**src/rtl/seq_adder_nb.sv**
```systemverilog
// ---------------------------------------------------------------------------
// seq_adder_nb
//   Multi-cycle adder/subtractor. One CHUNK-bit adder is reused over
//   N = WIDTH/CHUNK cycles, least-significant chunk first. The carry between
//   chunks is held in a register.
//
// Handshake:
//   start is sampled on a rising edge while the block is IDLE or in its
//   single DONE cycle. The operands a, b, sub and cin are captured on that
//   same edge. busy is high for the N cycles that follow. done then pulses
//   for exactly one cycle, and sum/cout/ovf are valid from that cycle onward.
//   A start seen during busy is dropped and is not queued. busy and done are
//   never high together.
//
// Ports:
//   clk          clock, rising edge
//   rst          asynchronous active-high reset
//   start        operation request
//   sub          0 = add, 1 = subtract (a - b)
//   cin          carry-in for add; ignored when sub = 1
//   a, b         WIDTH-bit operands
//   busy         chunks being processed
//   done         one-cycle pulse, result registers just updated
//   sum          WIDTH-bit result (mod 2^WIDTH)
//   cout         carry out of the MSB (subtract: 1 = no borrow)
//   ovf          two's-complement overflow
//   dbg_state_o  current FSM state (0 IDLE, 1 RUN, 2 DONE)
// ---------------------------------------------------------------------------
module seq_adder_nb #(
    parameter int WIDTH = 16,
    parameter int CHUNK = 4
) (
    input  logic             clk,
    input  logic             rst,
    input  logic             start,
    input  logic             sub,
    input  logic             cin,
    input  logic [WIDTH-1:0] a,
    input  logic [WIDTH-1:0] b,
    output logic             busy,
    output logic             done,
    output logic [WIDTH-1:0] sum,
    output logic             cout,
    output logic             ovf,
    output logic [1:0]       dbg_state_o
);

    localparam int N     = WIDTH / CHUNK;
    localparam int CNT_W = (N > 1) ? $clog2(N) : 1;
    localparam logic [CNT_W-1:0] LAST = CNT_W'(N - 1);

    typedef enum logic [1:0] {
        ST_IDLE = 2'd0,
        ST_RUN  = 2'd1,
        ST_DONE = 2'd2
    } state_t;

    state_t             state_q, state_d;
    logic [WIDTH-1:0]   a_q, a_d;
    logic [WIDTH-1:0]   b_q, b_d;
    logic               carry_q, carry_d;
    logic [CNT_W-1:0]   cnt_q, cnt_d;
    logic [WIDTH-1:0]   res_q, res_d;
    logic [WIDTH-1:0]   sum_q, sum_d;
    logic               cout_q, cout_d;
    logic               ovf_q, ovf_d;

    // Datapath for the chunk currently sitting in the low bits of a_q/b_q.
    logic [CHUNK:0]     chunk_res;
    logic [WIDTH-1:0]   res_shift;
    logic               msb_cin;

    always_ff @(posedge clk or posedge rst) begin
        if (rst) begin
            state_q <= ST_IDLE;
            a_q     <= '0;
            b_q     <= '0;
            carry_q <= 1'b0;
            cnt_q   <= '0;
            res_q   <= '0;
            sum_q   <= '0;
            cout_q  <= 1'b0;
            ovf_q   <= 1'b0;
        end else begin
            state_q <= state_d;
            a_q     <= a_d;
            b_q     <= b_d;
            carry_q <= carry_d;
            cnt_q   <= cnt_d;
            res_q   <= res_d;
            sum_q   <= sum_d;
            cout_q  <= cout_d;
            ovf_q   <= ovf_d;
        end
    end

    always_comb begin
        state_d   = state_q;
        a_d       = a_q;
        b_d       = b_q;
        carry_d   = carry_q;
        cnt_d     = cnt_q;
        res_d     = res_q;
        sum_d     = sum_q;
        cout_d    = cout_q;
        ovf_d     = ovf_q;

        // The operands are shifted right after each chunk, so the active
        // chunk is always at bit 0.
        chunk_res = {1'b0, a_q[CHUNK-1:0]} + {1'b0, b_q[CHUNK-1:0]}
                  + {{CHUNK{1'b0}}, carry_q};

        // The new chunk enters at the top of the result register, and
        // everything already there moves down. After N chunks, chunk 0
        // has reached bit 0.
        res_shift = WIDTH'({chunk_res[CHUNK-1:0], res_q} >> CHUNK);

        // On the last chunk, bit CHUNK-1 is the operand MSB. The carry into
        // that bit is recovered as A ^ B ^ S at that position.
        msb_cin   = a_q[CHUNK-1] ^ b_q[CHUNK-1] ^ chunk_res[CHUNK-1];

        case (state_q)
            ST_IDLE, ST_DONE: begin
                if (start) begin
                    // Subtract is a + ~b + 1, so it uses the same adder.
                    a_d     = a;
                    b_d     = sub ? ~b : b;
                    carry_d = sub ? 1'b1 : cin;
                    cnt_d   = '0;
                    state_d = ST_RUN;
                end else begin
                    state_d = ST_IDLE;
                end
            end
            ST_RUN: begin
                a_d     = a_q >> CHUNK;
                b_d     = b_q >> CHUNK;
                carry_d = chunk_res[CHUNK];
                res_d   = res_shift;
                cnt_d   = cnt_q + CNT_W'(1);
                if (cnt_q == LAST) begin
                    sum_d   = res_shift;
                    cout_d  = chunk_res[CHUNK];
                    ovf_d   = msb_cin ^ chunk_res[CHUNK];
                    cnt_d   = '0;
                    state_d = ST_DONE;
                end
            end
            default: begin
                state_d = ST_IDLE;
            end
        endcase
    end

    assign busy        = (state_q == ST_RUN);
    assign done        = (state_q == ST_DONE);
    assign sum         = sum_q;
    assign cout        = cout_q;
    assign ovf         = ovf_q;
    assign dbg_state_o = state_q;

endmodule

```
**config.mk**
```make
export PLATFORM = sky130hd
export DESIGN_NAME = seq_adder_nb
export DESIGN_NICKNAME = d
export VERILOG_FILES = /design/src/rtl/seq_adder_nb.sv
export SDC_FILE = /design/constraint.sdc
export NUM_CORES = 1
export LEC_CHECK = 0
export BUFFER_PORTS_ARGS = -buffer_cell sky130_fd_sc_hd__buf_2
export CORE_MARGIN = 4
export CORE_UTILIZATION = 40
export CTS_CLUSTER_DIAMETER = 150
export DETAILED_ROUTE_END_ITERATION = 6
export GPL_TIMING_DRIVEN = 0
export PLACE_DENSITY_LB_ADDON = 0.08
export SETUP_SLACK_MARGIN = 0.3
export SYNTH_ARGS = -nofsm -noshare
export SYNTH_HDL_FRONTEND = slang
export SYNTH_SLANG_ARGS = --single-unit
```
**constraint.sdc**
```tcl
create_clock -name clk -period 4.4 [get_ports clk]
set_clock_uncertainty 0.2 [all_clocks]
set_input_delay 0.22 -clock clk [delete_from_list [all_inputs] [get_ports clk]]
set_output_delay 0.22 -clock clk [all_outputs]
set_load 0.01 [all_outputs]
```
* After elaboration in Yosys (flattened, before gate mapping)
Cells that the tools add are included.
** Storage, ports and cells
- ROM bits :: 0
- Bits in latches :: 0
- Output and inout port bits :: 22
- Flip-flop bits (word level) :: 71
- Input bits :: 37
- RAM bits :: 0
- Memories kept :: 0
- Word-level logic and storage cells :: 40
** Operators by class
- Div/mod/pow operators :: 0
- Bitwise gates (word level) :: 4
- Multiply operators :: 0
- Equality and inequality tests :: 5
- Reduce and logical (&&, ||, !) cells :: 5
- Multiplexer cells :: 14
- Order comparisons :: 0
- $add $sub $neg :: 3
- Shift-type cells :: 0
** Operators with widths (count)
- $pmux W16 S2 :: 2
- $mux W16 :: 3
- $not A16 Y16 :: 1
- $pmux W2 S2 :: 2
- $mux W2 :: 3
- $add A4 B4 Y5 :: 1
- $add A5 B1 Y5 :: 1
- $eq A2 B2 Y1 const B :: 2
- $reduce_and A2 Y1 :: 2
- $mux W1 :: 3
- $xor A1 B1 Y1 :: 3
- $add A2 B1 Y2 const B :: 1
- $eq A2 B1 Y1 const B :: 1
- $logic_not A2 Y1 :: 1
- $ne A2 B1 Y1 const B :: 1
- $ne A2 B2 Y1 const B :: 1
- $pmux W1 S2 :: 1
- $reduce_bool A2 Y1 :: 1
- $reduce_or A2 Y1 :: 1

* Longest topological paths before layout
Gate-level depths: netlist of the first run.
- Depth in word-level cells :: 4
- Depth in mapped cells :: 8
- Depth with buffers taken out :: 7

* Worst setup path after synthesis of the first run
No wires, ideal clock.
- Path kind :: reg2reg
- Start point :: register a_q[0]
- End point :: register ovf_q (netlist: ovf)
- Required time :: 4065 ps
- Library setup time :: 135 ps
- Cell stages (with the launch flop) :: 8
- Setup slack :: 2552 ps
- Period minus slack after synthesis :: 1848 ps
- Arrival time :: 1513 ps
- Path through :: dfrtp_1 -> fa_1 -> inv_1 -> fa_1 -> nand2b_1 -> o2bb2ai_1 -> xnor2_1 -> o21ai_0
** On the way
- Longest elaborated chain between the ends :: 4
** RTL lines
- start: declaration :: line 59 : logic [WIDTH-1:0] a_q, a_d;
- start signal: assignment :: line 76 : a_q <= '0;
- start signal: assignment :: line 86 : a_q <= a_d;
- $add A4 B4 Y5 (*) :: line 110 : chunk_res = {1'b0, a_q[CHUNK-1:0]} + {1'b0, b_q[CHUNK-1:0]}
- $add A5 B1 Y5 (*) :: line 111 : + {{CHUNK{1'b0}}, carry_q};
- $xor A1 B1 Y1 :: line 120 : msb_cin = a_q[CHUNK-1] ^ b_q[CHUNK-1] ^ chunk_res[CHUNK-1];
- $xor A1 B1 Y1 (*) :: line 144 : ovf_d = msb_cin ^ chunk_res[CHUNK];
- end signal: assignment :: line 93 : ovf_q <= ovf_d;
- end: declaration :: line 66 : logic ovf_q, ovf_d;
Mark *: on every way between the ends. The rest lies on a longest branch, timed or not.
A chain may end at the register's enable or synchronous reset.

* Worst setup path in the final report of the first run
- Start point :: register state_q[1] (netlist: dbg_state_o[1])
- End point :: output busy
** On the way
- Longest elaborated chain between the ends :: 1
** RTL lines
- start: declaration :: line 58 : state_t state_q, state_d;
- start signal: assignment :: line 85 : state_q <= state_d;
- $eq A2 B1 Y1 :: line 155 : assign busy = (state_q == ST_RUN);
- end: declaration :: line 40 : output logic busy,
No other way between the ends.

==> results of run 1 <==
==> power by group <==
part	internal, W	switching (W)
clock	0.000292	0.000232
combinational	0.000512	0.000584
sequential	0.000897	0.000158
total	0.00170	0.000973
==> layout make-up <==
cell class                      instances  area share, %
Buffer                                 17           3.40
Clock buffer                           12           4.09
Clock inverter                          4           1.29
Inverter                                6          0.858
Multi-Input combinational cell        170           29.5
Sequential cell                        67           44.2
Tap cell                               99           3.27
Timing Repair Buffer                   79           13.3
==> through the flow <==
stage                     std cells  setup WS (ns)  cell area (µm²)
after floorplan                 260           2.30             2950
after global placement          416           1.39             3360
after global routing            454           2.24             3790
after CTS                       454           2.33             3790
final                           454           2.37             3790
after detailed placement        416           2.38             3370
==> timing repair <==
action                                  CTS  global route
endpoints found under the hold margin    88             0
endpoints found under the setup margin    0             0
hold buffers                             22             0
setup buffers                             0             0
==> worst reg2reg max path, stage by stage (launching register included) <==
cell and delay [ns]:
dfrtp_1 0.41, fa_1 0.44, inv_1 0.08, fa_1 0.19
nand2b_1 0.12, o2bb2ai_1 0.21, xnor2_1 0.16, o21ai_0 0.08
==> flip-flops by register name (all words and copies together), names as in the netlist <==
register / flops
a_q: 16
b_q: 16
carry_q: 1
cnt_q: 2
cout: 1
dbg_state_o: 2
ovf: 1
res_q: 12
sum: 16
==> kinds of logic (layout without fill, tap and decap cells) <==
logic type,count (synthesis),after routing,synth area share (%)
simple gates,84,84,11.9
mux,13,13,4.96
flops,67,67,56.8
xor+xnor,19,19,5.63
compound gates,48,48,12.3
fa+ha+maj,6,6,3.05
buf+inv,23,118,5.38
==> metal layers <==
| layer | vias to the layer above | part of all wire [%] | wire [µm] |
|---|---|---|---|
| met5 | - | 0 | 0 |
| met4 | 0 | 1.5 | 94 |
| met3 | 8 | 4.5 | 276 |
| met2 | 51 | 47 | 2920 |
| met1 | 1010 | 47 | 2900 |
| li1 | 1066 | - | - |
==> layout by cell type (no fill, tap or decap), types with 4 or more instances in the layout <==
cell type,instances
inv_1,4
buf_2,63
xnor2_1,17
clkbuf_8,11
a221o_1,13
dfrtp_1,67
mux2_2,12
nor2_1,13
o21ai_0,14
nand2_1,63
dlygate4sd3_1,22
a22oi_1,11
ha_1,4
a22o_1,5
buf_6,4
==> worst min path at each step <==
| stage | end | slack, ns | cells past startpoint |
|---|---|---|---|
| floorplan | a_q[12] | 0.16 | 1 |
| global placement | a_q[12] | 0.24 | 2 |
| detailed placement | sum[4] | 0.25 | 2 |
| CTS | b_q[9] | 0.02 | 4 |
| global route | b_q[9] | 0.03 | 4 |
| finish | b_q[11] | 0.03 | 4 |
==> reports/results.ini, run 1 <==
[floorplanning]
start_util_pct=40.9
die-height_um=93.9
die_area_um2=8820
ioPinCount=59
dieWidth_um=93.9
rows=31
core_um2=7210

[synthesis]
yosys_warnings=0
synth.most_common_cell=dfrtp_1
synth_edf_count=0
synth_commonest_cells=dfrtp_1 (67), nand2_1 (63), xnor2_1 (17)
async_flop_share_pct=100
ys_top_cells_by_area=dfrtp_1 (57%), nand2_1 (8.0%), xnor2_1 (5.0%)
ys_ff_latch=67
ys_types=31
syn_area_per_cell_um2=11.4
yosysTopAreaCell=dfrtp_1
synth_top_flop_cell=dfrtp_1
seq_area_frac_synth_pct=56.8
netlist_instances=260
synth_nets=303
synth_top_cell_area_share_pct=56.8
syn_area_um2=2950

[clocking]
clk_pin_slew_ns=0.07
clock_sinks=67
clockRootBuffer=clkbuf_8
clockBufferDepth=2
cts-htree-levels=3
clock_latency_ns=0.34
cts_buffers=9
cts_tree=built
cts_resized=0

[setup_path]
crit_required_ns=3.98
critPathMaxFanout=10
cp.arrival_ns=1.61
worstReg2RegEnd=ovf
start_kind=register
reg2reg_depth=7
crit_start=dbg_state_o[1]
r2r_slack_ns=2.38
slowest_delay_ns=0.38
criticalPathCategory=register to output pin
endpoint=busy
timing.critical_path.depth=6
crit_buf_inv=5
critPathMostFrequentCell=buf_2
crit-reg2reg-launch=a_q[0]
endpoint_kind=output pin
crit_slowest_cell=dfrtp_1
crit_chain=nand2b_1 -> buf_6 -> inv_8 -> buf_12 -> buf_2 -> buf_2
cp_top_family=buffers and inverters

[route]
drtIter0Drc=79
drc=0
vias_per_cell=4.70
firstDrtPassIters=4
drt_wl_total_mm=6.20
ant_nets=0
vias=2135
wire_per_inst_um=13.6

[placement]
port-buffer-count=57
place.gp.congestion=0.716
dp_hpwl_mm=4.17

[timing]
worstMarginPinSlew_ns=0.824
fmax_ghz=0.493
drv_slew=0
final.period_utilization_pct=46.1
setup_viol=0
hold_viol=0
rsz0062_at_grt=no
tns_ns=0
whs_ns=0.0306
finalCriticalPeriod_ns=2.03
relSlewSlack_pct=45.1

[global_route]
grt_util_met1_pct=20.8
grt_util_all_layers_pct=15.8
busiest_layer=met2
grt_max_degree=68
grt_pass1_wl_mm=10.7
use_met2_pct=25.0
antenna_found_initial=0
grt_pass1_vias=2155
grt_overflow=0
met3_usage_pct=4.17

[job]
cap_violations=0

[final_layout]
register_area_um2=1680
drive_above_1_share_pct=28.7
diodes=0
nFillCells=684
synthToLayoutAreaGrowth_pct=28.3
final_core_utilization_pct=52.5
layout.nets=393
multiInputGateArea_um2=1120

[power_and_ir_drop]
p_leak_nw=1.88
peakVddDrop_uv=268
power_w=0.00267
power.density_nw_per_um2=705

[min_path]
worstHoldPathType=input pin to register
hold_start=b[11]

[run_status]
status=finished, final reports clean

(Power assumes the default switching activity.)
==> run 2, diff against run 1 <==
Clock period 4.4 ns to 2 ns, I/O delays scaled along.
==> run 2 against run 1 <==
  * Critical path depth rose by 1
  * Combinational power grew to 2.8 times the previous value
  * Sequential power grew 120%
  * Utilization is 5.2 points higher
  * Count of clock-buffer cells in the layout up 2
  * Design area rose by 9.8%
  * Die area unchanged
  * Cell count grew 5.7%
  * Largest power group unchanged
==> reports/results.ini, run 2 (synthesized netlist as in run 1, its figures left out) <==
[clocking]
clk_pin_slew_ns=0.07
clock_sinks=67
clockRootBuffer=clkbuf_8
cts-htree-levels=3
clock_latency_ns=0.34
cts_tree=built
cts_buffers=9
clockBufferDepth=2

[setup_path]
start_kind=register
critPathMaxFanout=3
cp.arrival_ns=1.86
criticalPathCategory=register to register
endpoint_kind=register
crit_required_ns=2.02

[final_layout]
synthToLayoutAreaGrowth_pct=40.9
layout_commonest_cell=dfrtp_1
layout.nets=419
nFillCells=639
drive_above_1_share_pct=33.3
final_core_utilization_pct=57.7
diodes=0
final_cell_mix=dfrtp_1 (67), nand2_1 (61), buf_2 (60)

[floorplanning]
die-height_um=93.9
rows=31
dieWidth_um=93.9
start_util_pct=40.9
ioPinCount=59
core_um2=7210
die_area_um2=8820

[placement]
port-buffer-count=57
place.gp.congestion=0.746
dp_hpwl_mm=4.40

[power_and_ir_drop]
p_switching_w=0.00231
p_int_w=0.00414
comb_power_share_pct=47.0
clkPwrFrac_pct=17.0
p_seq_share_pct=36.0
switching_share_pct=35.8
peakVddDrop_uv=693
power.density_nw_per_um2=1550
power_w=0.00645
p_leak_nw=2.04

[global_route]
grt_util_all_layers_pct=16.5
grt_pass1_vias=2329
antenna_found_initial=0
grt_max_degree=29
grt_pass1_wl_mm=11.2
grt_overflow=0

[route]
drt_wl_total_mm=6.52
wire_per_inst_um=13.6
drc=0
ant_nets=0
vias=2254
firstDrtPassIters=5
drtIter0Drc=57
vias_per_cell=4.70

[timing]
finalCriticalPeriod_ns=1.85
tns_ns=0
hold_viol=0
worstMarginPinSlew_ns=0.514
fmax_ghz=0.542
final.period_utilization_pct=92.3
rsz0062_at_grt=yes
setup_viol=0
drv_slew=0
relSlewSlack_pct=65.8
whs_ns=0.0824

[job]
cap_violations=0

[min_path]
worstHoldPathType=input pin to register

[run_status]
status=finished, final reports clean

## run 2: layer usage
metal | track usage [%] | wire (µm)
met3 | 4.41 | 294
met4 | 5.42 | 63
met5 | 0 | 0
met2 | 26.4 | 3230
met1 | 21.9 | 2940
## run 2: metrics by stage
step                      cell area (µm²)  worst slack (ns)  std cells
after detailed placement             3420            0.0976        418
after global routing                 4160            0.0804        480
after global placement               3380             0.111        416
after CTS                            4000             0.143        471
after floorplan                      2970             0.216        260
final                                4160             0.154        480
## run 2: worst paths after layout
kind                          start  endpoint  slack, ns  depth (start not counted)
setup reg to reg            carry_q       ovf       0.15                          7
max in group asynchronous       rst   a_q[13]       0.86                          5
hold reg to reg            res_q[6]  res_q[6]       0.27                          2
hold / removal                  sub    b_q[9]       0.08                          4
min in group asynchronous       rst   sum[10]       0.09                          3
setup / recovery            carry_q       ovf       0.15                          7
## run 2: power by group through the flow
stage,Clock (W),Sequential (W),Combinational [W]
3_5_place_dp,0,0.00236,0.00246
3_3_place_gp,0,0.00234,0.00241
6_report,0.00109,0.00232,0.00303
5_1_grt,0.00119,0.00241,0.00341
4_1_cts,0.00112,0.00233,0.00266
2_1_floorplan,0,0.00235,0.00173
## run 2: layout make-up
type / count / area, µm² / area share (%)
inverters: 6 / 33.8 / 0.812
clock inverters: 2 / 35.0 / 0.842
multi-input cells: 170 / 1190 / 28.5
well taps: 99 / 124 / 2.98
repair buffers: 105 / 787 / 18.9
clock buffers: 14 / 153 / 3.67
flip-flops and latches: 67 / 1680 / 40.3
plain buffers: 17 / 166 / 4.00
## run 2: worst max-delay path, cell delays in order, from the launching register on
cell and delay [ns]:
dfrtp_1 0.40, fa_2 0.41, inv_2 0.06, fa_2 0.19
nand2b_4 0.13, o2bb2ai_4 0.14, xnor2_2 0.13, o21ai_1 0.07
## run 2: timing repair
action                                  4_1_cts  5_1_grt
gates resized for setup                       8       26
cloned                                        0        1
buffers inserted                              3        8
endpoints found under the hold margin        74        0
pin swaps                                     4        8
hold buffers                                 34        0
endpoints found under the setup margin       19       50
==> run 3, diff against run 2 <==
Settings changed: PLACE_DENSITY_LB_ADDON 0.08 to unset.
==> run 3 against run 2 <==
  * Cell count fell by 1.3%
  * Sequential power barely moved
  * Routed wire length fell by 3.5%
  * Register-to-register slack barely moved
  * Design area fell by 3.2%
  * Utilization fell by 1.9 points
  * First-iteration DRC count rose by 61%
  * Worst hold slack improved by 0.0059 ns
==> reports/results.ini, run 3 (synthesized netlist as in run 1, its figures left out) <==
[run_status]
status=finished, final reports clean

[power_and_ir_drop]
p_leak_nw=1.98
peakVddDrop_uv=589
power_w=0.00612
power.density_nw_per_um2=1520

[global_route]
grt_util_all_layers_pct=15.5
grt_max_degree=39
grt_pass1_vias=2161
grt_overflow=0
grt_pass1_wl_mm=10.5
antenna_found_initial=0

[timing]
fmax_ghz=0.542
setup_viol=0
drv_slew=0
fin_ws_ns=0.153
relSlewSlack_pct=54.3
tns_ns=0
whs_ns=0.0883
hold_viol=0
worstMarginPinSlew_ns=0.684
rsz0062_at_grt=yes
finalCriticalPeriod_ns=1.85
final.period_utilization_pct=92.3

[route]
vias=2236
drc=0
drt_wl_total_mm=6.29
ant_nets=0
firstDrtPassIters=4
vias_per_cell=4.72
wire_per_inst_um=13.3
drtIter0Drc=92

[final_layout]
diodes=0
register_area_um2=1680
final_cell_mix=dfrtp_1 (66), nand2_1 (63), buf_2 (62)
multiInputGateArea_um2=1170
layout.nets=414
drive_above_1_share_pct=32.5
layout_commonest_cell=dfrtp_1
nFillCells=686
synthToLayoutAreaGrowth_pct=36.3
final_core_utilization_pct=55.8

[floorplanning]
core_um2=7210
die-height_um=93.9
ioPinCount=59
die_area_um2=8820
rows=31
dieWidth_um=93.9
start_util_pct=40.9

[clocking]
cts-htree-levels=3
clock_sinks=67
clk_pin_slew_ns=0.07
cts_buffers=9
cts_tree=built
clockRootBuffer=clkbuf_8
clock_latency_ns=0.33
clockBufferDepth=2

[min_path]
hold-path-cell-count=4
worstHoldPathType=input pin to register

[setup_path]
start_kind=register
reg2reg_depth=7
crit_required_ns=2.01
critPathMaxFanout=2
endpoint_kind=register
criticalPathCategory=register to register
cp.arrival_ns=1.85

[placement]
preCtsSetupSlack_ns=0.0914
dp_hpwl_mm=4.30
place.gp.congestion=0.758
port-buffer-count=57

[job]
cap_violations=0

-- run 3: cell types whose count changed in the layout (fill, tap and decap cells not counted), sizes merged --
cell | previous run | this run
clkinv | 1 | 3
bufinv | 1 | 0
buf | 84 | 80
clkbuf | 18 | 15
-- run 3: layout make-up --
cell class / count / share of cell area, %
inverter: 6 / 0.839
clock inverter: 3 / 0.373
multi-input combinational: 170 / 29.1
clock buffer: 12 / 3.60
sequential: 67 / 41.7
buffer: 17 / 3.76
tap: 99 / 3.08
timing repair buffer: 100 / 17.6
-- run 3: final timing paths --
kind / startpoint / end / slack, ns
setup / recovery: a_q[0] / carry_q / 0.15
hold / removal: sub / b_q[9] / 0.09
setup reg to reg: a_q[0] / carry_q / 0.15
hold reg to reg: res_q[7] / res_q[7] / 0.27
max in group asynchronous: rst / a_q[13] / 0.79
min in group asynchronous: rst / res_q[10] / 0.21
-- run 3: metal layers --
layer  part of all wire, %  vias up  wire length (µm)  track usage [%]
met4                   1.6        0               101             6.50
met5                     0        -                 0                0
li1                      -     1109                 -                -
met1                    47     1057              2940             21.0
met3                   5.3       12               332             3.77
met2                    46       58              2920             23.7
-- run 3: what timing repair did --
action	CTS	global route
hold buffers	34	0
gates resized for setup	11	13
endpoints found under the setup margin	19	48
hold endpoints to repair	62	0
pin swaps	7	4
buffers inserted	5	3
-- run 3: power by group --
group / total, W / switching (W) / internal, W
Clock: 0.000956 / 0.000485 / 0.000471
Sequential: 0.00233 / 0.000354 / 0.00198
Combinational: 0.00283 / 0.00142 / 0.00141
-- run 3: per-stage QoR --
| stage | area, µm² | cells |
|---|---|---|
| floorplan | 2970 | 260 |
| global placement | 3380 | 416 |
| detailed placement | 3400 | 417 |
| CTS | 3970 | 471 |
| global route | 4030 | 474 |
| finish | 4030 | 474 |
-- run 3: critical path, cell delays in order, from the launching register on --
cell       delay, ns
dfrtp_1         0.41
fa_2            0.41
inv_2           0.06
fa_2            0.19
nand2b_4        0.13
o2bb2ai_4       0.13
buf_6           0.12
o211ai_1        0.07
